===== src/rtl/adder_pkg.sv =====
// rtl/adder_pkg.sv - shared mode encoding and stage-count helpers for pipelined_adder
package adder_pkg;

    typedef enum logic {
        MODE_ADD = 1'b0,
        MODE_SUB = 1'b1
    } mode_e;

    function automatic int stages_of(input int width, input int chunk);
        return (chunk < 1) ? 1 : width / chunk;
    endfunction

    function automatic bit cfg_ok(input int width, input int chunk);
        return (chunk >= 1) && (width >= chunk) && ((width % chunk) == 0);
    endfunction

endpackage


===== src/rtl/chunk_adder.sv =====
// rtl/chunk_adder.sv - combinational CHUNK-bit adder with carry-out and carry into its MSB
module chunk_adder #(
    parameter int CHUNK = 4
) (
    input  logic [CHUNK-1:0] a_i,
    input  logic [CHUNK-1:0] b_i,
    input  logic             c_i,
    output logic [CHUNK-1:0] sum_o,
    output logic             c_o,
    output logic             c_msb_o
);

    logic [CHUNK:0] full;

    assign full    = {1'b0, a_i} + {1'b0, b_i} + {{CHUNK{1'b0}}, c_i};
    assign sum_o   = full[CHUNK-1:0];
    assign c_o     = full[CHUNK];
    // The carry into the top bit is recovered from the sum bit, which works for CHUNK = 1.
    assign c_msb_o = a_i[CHUNK-1] ^ b_i[CHUNK-1] ^ full[CHUNK-1];

endmodule


===== src/rtl/pipelined_adder.sv =====
// rtl/pipelined_adder.sv - WIDTH-bit add/sub resolved CHUNK bits per pipeline stage
module pipelined_adder
    import adder_pkg::*;
#(
    parameter int WIDTH = 16,
    parameter int CHUNK = 4
) (
    input  logic             clk,
    input  logic             rst,
    input  logic             in_valid,
    output logic             in_ready,
    input  logic [WIDTH-1:0] a,
    input  logic [WIDTH-1:0] b,
    input  logic             c_in,
    input  logic             sub,
    output logic             out_valid,
    input  logic             out_ready,
    output logic [WIDTH-1:0] sum,
    output logic             carry_out,
    output logic             overflow
);

    localparam int STAGES = stages_of(WIDTH, CHUNK);

    if (!cfg_ok(WIDTH, CHUNK)) begin : g_bad_cfg
        $error("pipelined_adder: WIDTH must be a positive multiple of CHUNK");
    end

    logic             en;
    logic [WIDTH-1:0] b_eff;
    logic             cin_eff;

    // Subtraction is a + ~b + ~c_in; the final carry is inverted into a borrow at the last stage.
    assign b_eff    = (mode_e'(sub) == MODE_SUB) ? ~b : b;
    assign cin_eff  = (mode_e'(sub) == MODE_SUB) ? ~c_in : c_in;
    assign en       = !out_valid || out_ready;
    assign in_ready = en;

    for (genvar k = 0; k < STAGES; k++) begin : g_stage
        localparam int DONE = (k + 1) * CHUNK;

        logic [CHUNK-1:0] a_s;
        logic [CHUNK-1:0] b_s;
        logic [CHUNK-1:0] s_s;
        logic             c_s;
        logic             co_s;
        logic             cm_s;
        logic             v_s;
        logic             sub_s;
        logic [DONE-1:0]  lo_d;
        logic [DONE-1:0]  lo_q;
        logic             v_q;

        if (k == 0) begin : g_src
            assign a_s   = a[CHUNK-1:0];
            assign b_s   = b_eff[CHUNK-1:0];
            assign c_s   = cin_eff;
            assign v_s   = in_valid;
            assign sub_s = sub;
            assign lo_d  = s_s;
        end else begin : g_src
            assign a_s   = g_stage[k-1].g_fwd.ha_q[CHUNK-1:0];
            assign b_s   = g_stage[k-1].g_fwd.hb_q[CHUNK-1:0];
            assign c_s   = g_stage[k-1].g_fwd.c_q;
            assign v_s   = g_stage[k-1].v_q;
            assign sub_s = g_stage[k-1].g_fwd.sub_q;
            assign lo_d  = {s_s, g_stage[k-1].lo_q};
        end

        chunk_adder #(.CHUNK(CHUNK)) u_chunk (
            .a_i     (a_s),
            .b_i     (b_s),
            .c_i     (c_s),
            .sum_o   (s_s),
            .c_o     (co_s),
            .c_msb_o (cm_s)
        );

        // Valid bits and finished low slices advance together; bubbles move like data.
        always_ff @(posedge clk or posedge rst) begin
            if (rst) begin
                v_q  <= 1'b0;
                lo_q <= '0;
            end else if (en) begin
                v_q  <= v_s;
                lo_q <= lo_d;
            end
        end

        if (k < STAGES - 1) begin : g_fwd
            localparam int HI = WIDTH - DONE;

            logic [HI-1:0] ha_d;
            logic [HI-1:0] hb_d;
            logic [HI-1:0] ha_q;
            logic [HI-1:0] hb_q;
            logic          c_q;
            logic          sub_q;
            logic          unused_c_msb;

            assign unused_c_msb = cm_s;

            if (k == 0) begin : g_hi
                assign ha_d = a[WIDTH-1:CHUNK];
                assign hb_d = b_eff[WIDTH-1:CHUNK];
            end else begin : g_hi
                assign ha_d = g_stage[k-1].g_fwd.ha_q[HI+CHUNK-1:CHUNK];
                assign hb_d = g_stage[k-1].g_fwd.hb_q[HI+CHUNK-1:CHUNK];
            end

            always_ff @(posedge clk or posedge rst) begin
                if (rst) begin
                    ha_q  <= '0;
                    hb_q  <= '0;
                    c_q   <= 1'b0;
                    sub_q <= 1'b0;
                end else if (en) begin
                    ha_q  <= ha_d;
                    hb_q  <= hb_d;
                    c_q   <= co_s;
                    sub_q <= sub_s;
                end
            end
        end else begin : g_out
            logic co_q;
            logic ovf_q;

            always_ff @(posedge clk or posedge rst) begin
                if (rst) begin
                    co_q  <= 1'b0;
                    ovf_q <= 1'b0;
                end else if (en) begin
                    co_q  <= co_s ^ sub_s;
                    ovf_q <= cm_s ^ co_s;
                end
            end
        end
    end

    assign out_valid = g_stage[STAGES-1].v_q;
    assign sum       = g_stage[STAGES-1].lo_q;
    assign carry_out = g_stage[STAGES-1].g_out.co_q;
    assign overflow  = g_stage[STAGES-1].g_out.ovf_q;

endmodule


===== config.mk =====
export PLATFORM = sky130hd
export DESIGN_NAME = pipelined_adder
export DESIGN_NICKNAME = d
export VERILOG_FILES = /design/src/rtl/adder_pkg.sv /design/src/rtl/chunk_adder.sv /design/src/rtl/pipelined_adder.sv
export SDC_FILE = /design/constraint.sdc
export NUM_CORES = 1
export LEC_CHECK = 0
export ABC_CLOCK_PERIOD_IN_PS = 10800
export BUFFER_PORTS_ARGS = -buffer_cell sky130_fd_sc_hd__buf_4
export CAP_MARGIN = 20
export CORE_MARGIN = 1
export CORE_UTILIZATION = 45
export CTS_BUF_LIST = sky130_fd_sc_hd__clkbuf_8
export CTS_CLUSTER_SIZE = 20
export DETAILED_ROUTE_END_ITERATION = 10
export GPL_TIMING_DRIVEN = 0
export PLACE_DENSITY = 0.67
export SLEW_MARGIN = 40
export SYNTH_ARGS = -nofsm -noshare
export SYNTH_HDL_FRONTEND = slang
export SYNTH_HIERARCHICAL = 1
export SYNTH_SLANG_ARGS = --single-unit

===== constraint.sdc =====
create_clock -name clk -period 10.8 [get_ports clk]
set_input_delay 2.7 -clock clk [delete_from_list [all_inputs] [get_ports clk]]
set_output_delay 2.7 -clock clk [all_outputs]
set_load 0.005 [all_outputs]

==> metrics.txt, run 1 <==
cell class contributing the biggest share of worst-path delay buffers and inverters; drt initial violations 66; final number of hold-violating endpoints 0; worst-case clock buffer depth 2; Die Outline Area 0.0114 mm2; Vias/cell 4.85; beginning of the worst hold path g_stage[2].v_q; most frequent standard cell in the layout excluding fill and tap cells dfrtp_1; count of endpoints failing setup in the final report 0; post-route fraction of the period consumed by the critical path 0.568; mean cell area of the mapped netlist 16.3 um2; vias in the first global route 2541; sw power 484 uW; Die W 107 um; critical-path cell with the highest stage delay buf_12; effective utilization at floorplan 0.470; maximum single-stage delay on the critical path 160 ps; Gates resized, CTS repair 0; area leader, netlist dfrtp_1; HPWL reported at the end of detailed placement 5470 um; share of the synthesized area in the top cell type 0.508; max cap viols 0; number of sinks handled by clock tree synthesis 100; hold-critical path depth 1; max frequency 163 MHz; Setup TNS Final 0 ps; data arrival time of the worst path 3430 ps; maximum level of the CTS H-tree 3; R2R setup slack 8820 ps; total congestion overflow 0; final net count 428; type of the tightest min-delay check flop to flop; leading cell types in the layout, fill and taps excluded 100 x dfrtp_1, 88 x mux2_4, 57 x buf_4; cell count after synthesis 302; overall routing resource usage 0.153; post-CTS setup-driven buffer insertion count 0; I/O pin cnt 58; number of antenna violations at the first check in global routing 0; TritonRoute pass-1 iters 3; Hold Worst Slack 479 ps; Core Rows 37; Synth area leaders dfrtp_1 51%, mux2_4 27%, xor2_1 4.1%; kind of critical path input port to primary output; static leakage 2.89 nW; fin. max-slew vios 0; critical path fanouts, max 10; Syn Nets 360; Detailed Route WL 7870 um; combinational power share 0.446; number of diodes 0; Worst setup SP type input port; cell with the most instances on the worst path buf_4; count of synthesis-stage warnings from yosys 6; count of buffers inserted at the top-level ports 56; hold buffers post-CTS 0; Power Internal 1.14 mW; number of buffers added by the clock tree synthesis step 9; switching power as a share of total power 0.298; clock skew after layout 15.6 ps; number of register bits inferred by synthesis 100; final RePlAce weighted congestion 0.754; worst reg-to-reg path cell count 8; WP buf/inv 4; setup repair after global routing missed its margin no; Clk network pwr share 0.153; post-synthesis sequential area ratio 0.508; die outline height 107 um; required time of the critical path 8100 ps; portion of total power attributed to sequential cells 0.401; layout filler cell count 912; actual transition at the worst max-transition pin 375 ps; post-detailed-route wirelength per cell 15.4 um; share of cells above drive strength 1 0.499; post-CTS clock slew at the launch and capture registers of the worst setup and hold paths 100 ps; global-route wire length before repair 13200 um; outcome finished clean; reg-to-reg endpoint overflow; Final Critical Period 6130 ps; post-synth cell types 20; area added between synthesis and finish 16.9%; clock root cell clkbuf_8; Hold Path Sink out_valid; power per cell area 282 mW/mm2; via total after detailed routing 2477; largest voltage drop on the vdd net 0.000102 V; placeable core region 0.0105 mm2; TritonCTS clock tree done; worst skew pair latency 370 ps; share of the core filled with cells 0.550; worst max-slew margin expressed relative to the limit 0.750; maximum number of pins on one net before global-route repair 76; cell area after technology mapping 0.00492 mm2; Critical Path End Type primary output; post-detailed-route DRC marker count 0; number of antenna-violating nets in the routed design 0; startpoint of the worst register-to-register path g_stage[2].g_fwd.ha_q[0]; cells along the critical path buf_4 > nand2b_4 > buf_12 > buf_8 > buf_4
[synth_stat cells, drive strengths merged]
cell      n
xor2     23
a21oi     4
buf      13
nand2b    6
fa        8
mux2     99
ha       12
nand2     4
nor2b     4
xnor2     4
inv      17
dfrtp   100
nand3     4
o21ai     4
[through the flow]
step           cells  area [um2]  power (mW)  worst slack (ps)
6_report         511        5750        1.62              4670
5_1_grt          511        5750        1.74              4660
4_1_cts          511        5750        1.65              4660
3_5_place_dp     495        5550        1.39              4670
3_3_place_gp     494        5510        1.37              4370
2_1_floorplan    302        4920        1.21              4970
[flip-flops by register name, summed over array words and instances (netlist names)]
signal / flops
g_stage.g_fwd.ha_q: 24
out_valid: 1
carry_out: 1
overflow: 1
g_stage.g_fwd.sub_q: 3
g_stage.lo_q: 24
g_stage.v_q: 3
sum: 16
g_stage.g_fwd.hb_q: 24
g_stage.g_fwd.c_q: 3
[worst register-to-register path, stage by stage (launching register included)]
cell and delay [ps]:
dfrtp_1 420, fa_1 450, inv_1 80, fa_1 200, nor2b_1 60, o21ai_0 140, nand2b_1 110, xor2_1 170
mux2_4 250
[worst max path at each step]
| stage | startpoint | cells after the start | slack, ps | endpoint |
|---|---|---|---|---|
| 2_1_floorplan | out_ready | 3 | 4970 | in_ready |
| 4_1_cts | out_ready | 5 | 4660 | in_ready |
| 3_3_place_gp | rst | 2 | 4370 | g_stage[0].g_fwd.hb_q[2] |
| 3_5_place_dp | out_ready | 5 | 4670 | in_ready |
| 5_1_grt | out_ready | 5 | 4660 | in_ready |
| 6_report | out_ready | 5 | 4670 | in_ready |
[area by class of cell]
| type | instances | area (um2) | share of cell area |
|---|---|---|---|
| plain buffers | 13 | 219 | 0.0381 |
| clock buffers | 9 | 124 | 0.0215 |
| clock inverters | 7 | 81.3 | 0.0141 |
| inverters | 17 | 71.3 | 0.0124 |
| multi-input cells | 172 | 2140 | 0.371 |
| flip-flops and latches | 100 | 2500 | 0.435 |
| well taps | 136 | 170 | 0.0296 |
| repair buffers | 57 | 448 | 0.0779 |
[cell families (layout without fill, tap and decap cells)]
family | count (synthesis) | count (layout) | share of synthesized area
compound gates | 8 | 8 | 0.00813
buf+inv | 30 | 103 | 0.0574
mux | 99 | 99 | 0.294
fa+ha+maj | 20 | 20 | 0.0630
xor+xnor | 27 | 27 | 0.0480
flops | 100 | 100 | 0.508
simple gates | 18 | 18 | 0.0214
[routing by layer]
layer / up-vias / share of wire / GRT usage
li1: 1155 / - / -
met1: 1268 / 0.50 / 0.220
met2: 42 / 0.46 / 0.228
met3: 12 / 0.026 / 0.0255
met4: 0 / 0.016 / 0.0705
met5: - / 0 / 0
[power by group through the flow]
stage	combinational (mW)	clock, mW	sequential (mW)
after floorplan	0.585	0	0.630
after global placement	0.715	0	0.655
after detailed placement	0.732	0	0.659
after CTS	0.736	0.255	0.654
after global routing	0.792	0.271	0.673
final	0.723	0.248	0.651
(Power assumes the default switching activity.)
==> inputs of run 2 (changes only) <==
Settings changed: ABC_CLOCK_PERIOD_IN_PS 10800 to 5390, PLACE_DENSITY 0.67 to 0.7.
Clock period 10.8 ns to 5.39 ns, I/O delays scaled along.
==> metrics.txt, run 2 (synthesis gave the netlist of run 1 again) <==
setup repair after global routing missed its margin no (unchanged); sw power 976 uW (was 484 uW); Hold Worst Slack 487 ps (was 479 ps); post-CTS clock slew at the launch and capture registers of the worst setup and hold paths 100 ps (about the same); final net count 428 (unchanged); drt initial violations 42 (was 66); required time of the critical path 4040 ps (was 8100 ps); Met2 Wirelength 3990 um (was 3630 um); maximum number of pins on one net before global-route repair 71 (was 76); worst-case clock buffer depth 2 (unchanged); vias in the first global route 2679 (was 2541); cell class contributing the biggest share of worst-path delay buffers and inverters (unchanged); Die W 107 um (unchanged); max frequency 292 MHz; clock root cell clkbuf_8 (unchanged); WP buf/inv 4 (unchanged); Critical Path End Type primary output (unchanged); number of diodes 0 (unchanged); number of antenna-violating nets in the routed design 0 (unchanged); Setup TNS Final 0 ps (unchanged); Worst setup startpoint out_ready (unchanged); Clk network pwr share 0.175 (was 0.153); post-detailed-route DRC marker count 0 (unchanged); beginning of the worst hold path g_stage[2].v_q (unchanged); combinational power share 0.436 (was 0.446); Detailed Route WL 8210 um (was 7870 um); largest voltage drop on the vdd net 0.000213 V (was 0.000102 V); global-route wire length before repair 13900 um (was 13200 um); leading cell types in the layout, fill and taps excluded 100 x dfrtp_1, 88 x mux2_4, 57 x buf_4 (unchanged); cell with the most instances on the worst path buf_4 (unchanged); number of buffers added by the clock tree synthesis step 9 (unchanged); Gates resized, CTS repair 0 (unchanged); cells along the critical path buf_4 > nand2b_4 > buf_12 > buf_8 > buf_4 (unchanged); Vias/cell 4.79 (was 4.85); max cap viols 0 (unchanged); kind of critical path input port to primary output (unchanged); type of the tightest min-delay check flop to flop (unchanged); share of cells above drive strength 1 0.499 (unchanged); area added between synthesis and finish 17.9% (was 16.9%); WL met3 245 um (was 205 um); worst max-slew margin expressed relative to the limit 0.774 (was 0.750); static leakage 2.91 nW (was 2.89 nW); count of endpoints failing setup in the final report 0 (unchanged); DRT met1 WL 3880 um (was 3910 um); critical-path cell with the highest stage delay buf_12 (unchanged); portion of total power attributed to sequential cells 0.389 (was 0.401); worst skew pair latency 360 ps (was 370 ps); top sig layer met4 (unchanged); total congestion overflow 0 (unchanged); power per cell area 580 mW/mm2 (was 282 mW/mm2); post-detailed-route wirelength per cell 16.1 um (was 15.4 um); outcome finished clean (unchanged); overall routing resource usage 0.161 (was 0.153); maximum single-stage delay on the critical path 160 ps (about the same); post-route fraction of the period consumed by the critical path 0.635; Core Rows 37 (unchanged); hold buffers post-CTS 0 (unchanged); Die Outline Area 0.0114 mm2 (unchanged); number of sinks handled by clock tree synthesis 100 (unchanged); I/O pin cnt 58 (unchanged); startpoint of the worst register-to-register path g_stage[2].g_fwd.ha_q[0] (unchanged); effective utilization at floorplan 0.470 (unchanged); switching power as a share of total power 0.290 (was 0.298); final number of hold-violating endpoints 0 (unchanged); top flop regs g_stage.g_fwd.ha_q: 24 flops, g_stage.g_fwd.hb_q: 24 flops, g_stage.lo_q: 24 flops (unchanged); via total after detailed routing 2447 (was 2477); placeable core region 0.0105 mm2 (unchanged); TritonRoute pass-1 iters 4 (was 3); most frequent standard cell in the layout excluding fill and tap cells dfrtp_1 (unchanged); clock skew after layout 10.3 ps (was 15.6 ps); final RePlAce weighted congestion 0.721 (was 0.754); number of antenna violations at the first check in global routing 0 (unchanged); maximum level of the CTS H-tree 3 (unchanged); die outline height 107 um (unchanged); actual transition at the worst max-transition pin 339 ps (was 375 ps); data arrival time of the worst path 2070 ps (was 3430 ps); TritonCTS clock tree done (unchanged); fin. max-slew vios 0 (unchanged); count of buffers inserted at the top-level ports 56 (unchanged); critical path fanouts, max 10 (unchanged); Power Internal 2.39 mW (was 1.14 mW); post-CTS setup-driven buffer insertion count 0 (unchanged); Final Critical Period 3420 ps; HPWL reported at the end of detailed placement 5740 um (was 5470 um); layout filler cell count 854 (was 912); Worst setup SP type input port (unchanged)
## run 2: changes by cell type in the layout (fill, tap and decap cells not counted), sizes merged
| cell | delta |
|---|---|
| clkinv | -3 |
| bufinv | +2 |
| clkbuf | +1 |
| clkinvlp | +1 |
| inv | -1 |
## run 2: worst paths after layout
| path | depth (start not counted) | endpoint | slack [ps] |
|---|---|---|---|
| max in group asynchronous | 3 | g_stage[0].g_fwd.hb_q[4] | 3880 |
| worst max-delay path | 5 | in_ready | 1970 |
| min in group asynchronous | 2 | overflow | 920 |
| worst min register to register | 1 | out_valid | 490 |
| worst max register to register | 8 | overflow | 3420 |
| worst min-delay path | 1 | out_valid | 490 |
## run 2: layout make-up
type | instances | area [um2] | share of cell area
clock inverter | 6 | 118 | 0.0203
sequential | 100 | 2500 | 0.431
timing repair buffer | 57 | 448 | 0.0772
inverter | 17 | 71.3 | 0.0123
multi-input combinational | 172 | 2140 | 0.368
tap | 136 | 170 | 0.0293
buffer | 13 | 219 | 0.0377
clock buffer | 10 | 138 | 0.0237
## run 2: power by group through the flow
stage,clock [mW],sequential (mW),combinational (mW)
2_1_floorplan,0,1.26,1.17
3_3_place_gp,0,1.31,1.43
3_5_place_dp,0,1.32,1.48
4_1_cts,0.606,1.31,1.49
5_1_grt,0.635,1.35,1.61
6_report,0.588,1.31,1.47
## run 2: metal layers
metal / vias up / global-route usage
met4: 0 / 0.0499
met3: 5 / 0.0389
li1: 1150 / -
met2: 42 / 0.257
met5: - / 0
met1: 1250 / 0.217
## run 2: stage by stage
stage	total power, mW	worst slack [ps]	instance area, um2	std cells	util
after floorplan	2.43	1420	4920	302	-
after global placement	2.74	318	5510	494	0.527
after CTS	3.41	1960	5800	511	0.555
after global routing	3.60	1950	5800	511	0.555
final	3.36	1970	5800	511	0.555
after detailed placement	2.81	1970	5550	495	0.530
==> inputs of run 3 (changes only) <==
Settings changed: ABC_AREA from default to 1, ABC_CLOCK_PERIOD_IN_PS 5390 to 2800.
Clock period 5.39 ns to 2.8 ns, I/O delays scaled along.
==> metrics.txt, run 3 <==
Core Rows 36 (was 37); final net count 686 (was 428); area added between synthesis and finish 19.5% (was 17.9%); maximum single-stage delay on the critical path 200 ps (was 160 ps); max frequency 455 MHz; cell count after placement 750 (was 495); type of the tightest min-delay check input port to async pin (was flop to flop); post-CTS clock slew at the launch and capture registers of the worst setup and hold paths 90 ps (was 100 ps); placeable core region 0.00991 mm2 (was 0.0105 mm2); post-detailed-route DRC marker count 0 (unchanged); Hold Worst Slack 360 ps (was 487 ps); switching power as a share of total power 0.373 (was 0.290); number of antenna violations at the first check in global routing 0 (unchanged); WL met3 416 um (was 245 um); top sig layer met4 (unchanged); Die Outline Area 0.0107 mm2 (was 0.0114 mm2); portion of total power attributed to sequential cells 0.425 (was 0.389); Stages on worst setup path 6 (was 5); cell area after technology mapping 0.00465 mm2 (was 0.00492 mm2); worst setup path endpoint in_ready (unchanged); count of endpoints failing setup in the final report 0 (unchanged); Worst setup startpoint out_ready (unchanged); total area of sequential cells 0.00250 mm2 (unchanged); overall routing resource usage 0.190 (was 0.161); post-route fraction of the period consumed by the critical path 0.785; Gates resized, CTS repair 0 (unchanged); hold buffers post-CTS 0 (unchanged); setup repair after global routing missed its margin no (unchanged); WP buf/inv 5 (was 4); Clk network pwr share 0.174 (was 0.175); final RePlAce weighted congestion 0.809 (was 0.721); worst max-slew margin expressed relative to the limit 0.672 (was 0.774); data arrival time of the worst path 1500 ps (was 2070 ps); worst reg-to-reg path cell count 8 (unchanged); TritonRoute pass-1 iters 4 (unchanged); worst setup slack after layout 602 ps (was 1970 ps); Vias/cell 4.72 (was 4.79); Power Total 5.71 mW (was 3.36 mW); mean cell area of the mapped netlist 8.35 um2 (was 16.3 um2); clock root cell clkbuf_8 (unchanged); Met2 Wirelength 4580 um (was 3990 um); Final Cell Area 0.00556 mm2 (was 0.00580 mm2); cells along the critical path buf_4 > inv_1 > nand2_1 > buf_4 > buf_4 > buf_4 (was buf_4 > nand2b_4 > buf_12 > buf_8 > buf_4); maximum number of pins on one net before global-route repair 27 (was 71); critical path fanouts, max 10 (unchanged); non-filler instance count after layout 765 (was 511); HPWL reported at the end of detailed placement 7240 um (was 5740 um); cell count after synthesis 557 (was 302); I/O pin cnt 58 (unchanged); global-route wire length before repair 16200 um (was 13900 um); most frequent standard cell in the layout excluding fill and tap cells nand2_1 (was dfrtp_1); critical-path cell with the highest stage delay buf_4 (was buf_12); sw power 2.13 mW (was 976 uW); area of combinational cells with multiple inputs 0.00176 mm2 (was 0.00214 mm2); vias in the first global route 3418 (was 2679); post-placement worst setup slack 269 ps (was 1970 ps); share of cells above drive strength 1 0.152 (was 0.499); area after detailed placement 0.00535 mm2 (was 0.00555 mm2); effective utilization at floorplan 0.469 (was 0.470); max cap viols 0 (unchanged); Detailed Route WL 9650 um (was 8210 um); Setup TNS Final 0 ps (unchanged); DRT met1 WL 4560 um (was 3880 um); total congestion overflow 0 (unchanged); cell class contributing the biggest share of worst-path delay buffers and inverters (unchanged); kind of critical path input port to primary output (unchanged); number of antenna-violating nets in the routed design 0 (unchanged); maximum level of the CTS H-tree 3 (unchanged); share of the core filled with cells 0.561 (was 0.555); post-detailed-route wirelength per cell 12.6 um (was 16.1 um); TritonCTS clock tree done (unchanged); Critical Path End Type primary output (unchanged); cell with the most instances on the worst path buf_4 (unchanged); reg-to-reg endpoint carry_out (was overflow); startpoint of the worst register-to-register path g_stage[2].g_fwd.ha_q[0] (unchanged); worst-case clock buffer depth 2 (unchanged); clock skew after layout 9.50 ps (was 10.3 ps); number of sinks handled by clock tree synthesis 100 (unchanged); number of diodes 0 (unchanged); Power Internal 3.58 mW (was 2.39 mW); via total after detailed routing 3609 (was 2447); leading cell types in the layout, fill and taps excluded 254 x nand2_1, 100 x dfrtp_1, 66 x inv_1, 66 x buf_4, 44 x o21ai_0 (was 100 x dfrtp_1, 88 x mux2_4, 57 x buf_4); count of synthesis-stage warnings from yosys 6 (unchanged); R2R setup slack 1020 ps (was 3420 ps); count of buffers inserted at the top-level ports 56 (unchanged); layout filler cell count 927 (was 854); power per cell area 1030 mW/mm2 (was 580 mW/mm2); largest voltage drop on the vdd net 0.000508 V (was 0.000213 V); die outline height 104 um (was 107 um); post-CTS setup-driven buffer insertion count 0 (unchanged); top flop regs g_stage.g_fwd.ha_q: 24 flops, g_stage.g_fwd.hb_q: 24 flops, g_stage.lo_q: 24 flops (unchanged); actual transition at the worst max-transition pin 492 ps (was 339 ps); final number of hold-violating endpoints 0 (unchanged); fin. max-slew vios 0 (unchanged); outcome finished clean (unchanged); number of buffers added by the clock tree synthesis step 9 (unchanged); required time of the critical path 2100 ps (was 4040 ps); Worst setup SP type input port (unchanged); combinational power share 0.401 (was 0.436); worst skew pair latency 360 ps (about the same); static leakage 3.04 nW (was 2.91 nW); drt initial violations 170 (was 42); Final Critical Period 2200 ps; Syn Nets 615 (was 360); Die W 104 um (was 107 um)
## run 3: cell count changes in the layout (fill, tap and decap cells not counted), sizes merged, moves of 10 or more
| cell | previous run | this run |
|---|---|---|
| mux2 | 99 | 0 |
| xor2 | 23 | 5 |
| nand2 | 4 | 254 |
| inv | 19 | 67 |
| buf | 70 | 80 |
| nand3 | 4 | 26 |
| o21ai | 4 | 44 |
## run 3: power by group through the flow
stage / combinational [mW] / sequential (mW) / clock (mW)
6_report: 2.29 / 2.43 / 0.993
5_1_grt: 2.64 / 2.50 / 1.06
4_1_cts: 2.31 / 2.43 / 1.01
3_5_place_dp: 2.29 / 2.46 / 0
3_3_place_gp: 2.18 / 2.43 / 0
2_1_floorplan: 1.59 / 2.38 / 0
## run 3: how the worst min path moves through the flow
stage	cells after the start	start	endpoint
floorplan	2	g_stage[2].v_q	out_valid
global placement	2	g_stage[2].v_q	out_valid
detailed placement	2	g_stage[2].v_q	out_valid
CTS	2	rst	sum[8]
global route	2	rst	sum[10]
finish	2	rst	sum[8]
## run 3: area by class of cell
class                   instances  share of cell area
plain buffers                  24              0.0250
clock buffers                  10              0.0248
clock inverters                 5              0.0140
inverters                      67              0.0459
multi-input cells             366               0.316
flip-flops and latches        100               0.450
well taps                     133              0.0299
repair buffers                 60              0.0941
## run 3: metal layers
layer	track usage	vias up
met5	0	-
met4	0.0735	0
met3	0.0220	9
met2	0.308	79
met1	0.262	1683
li1	-	1838
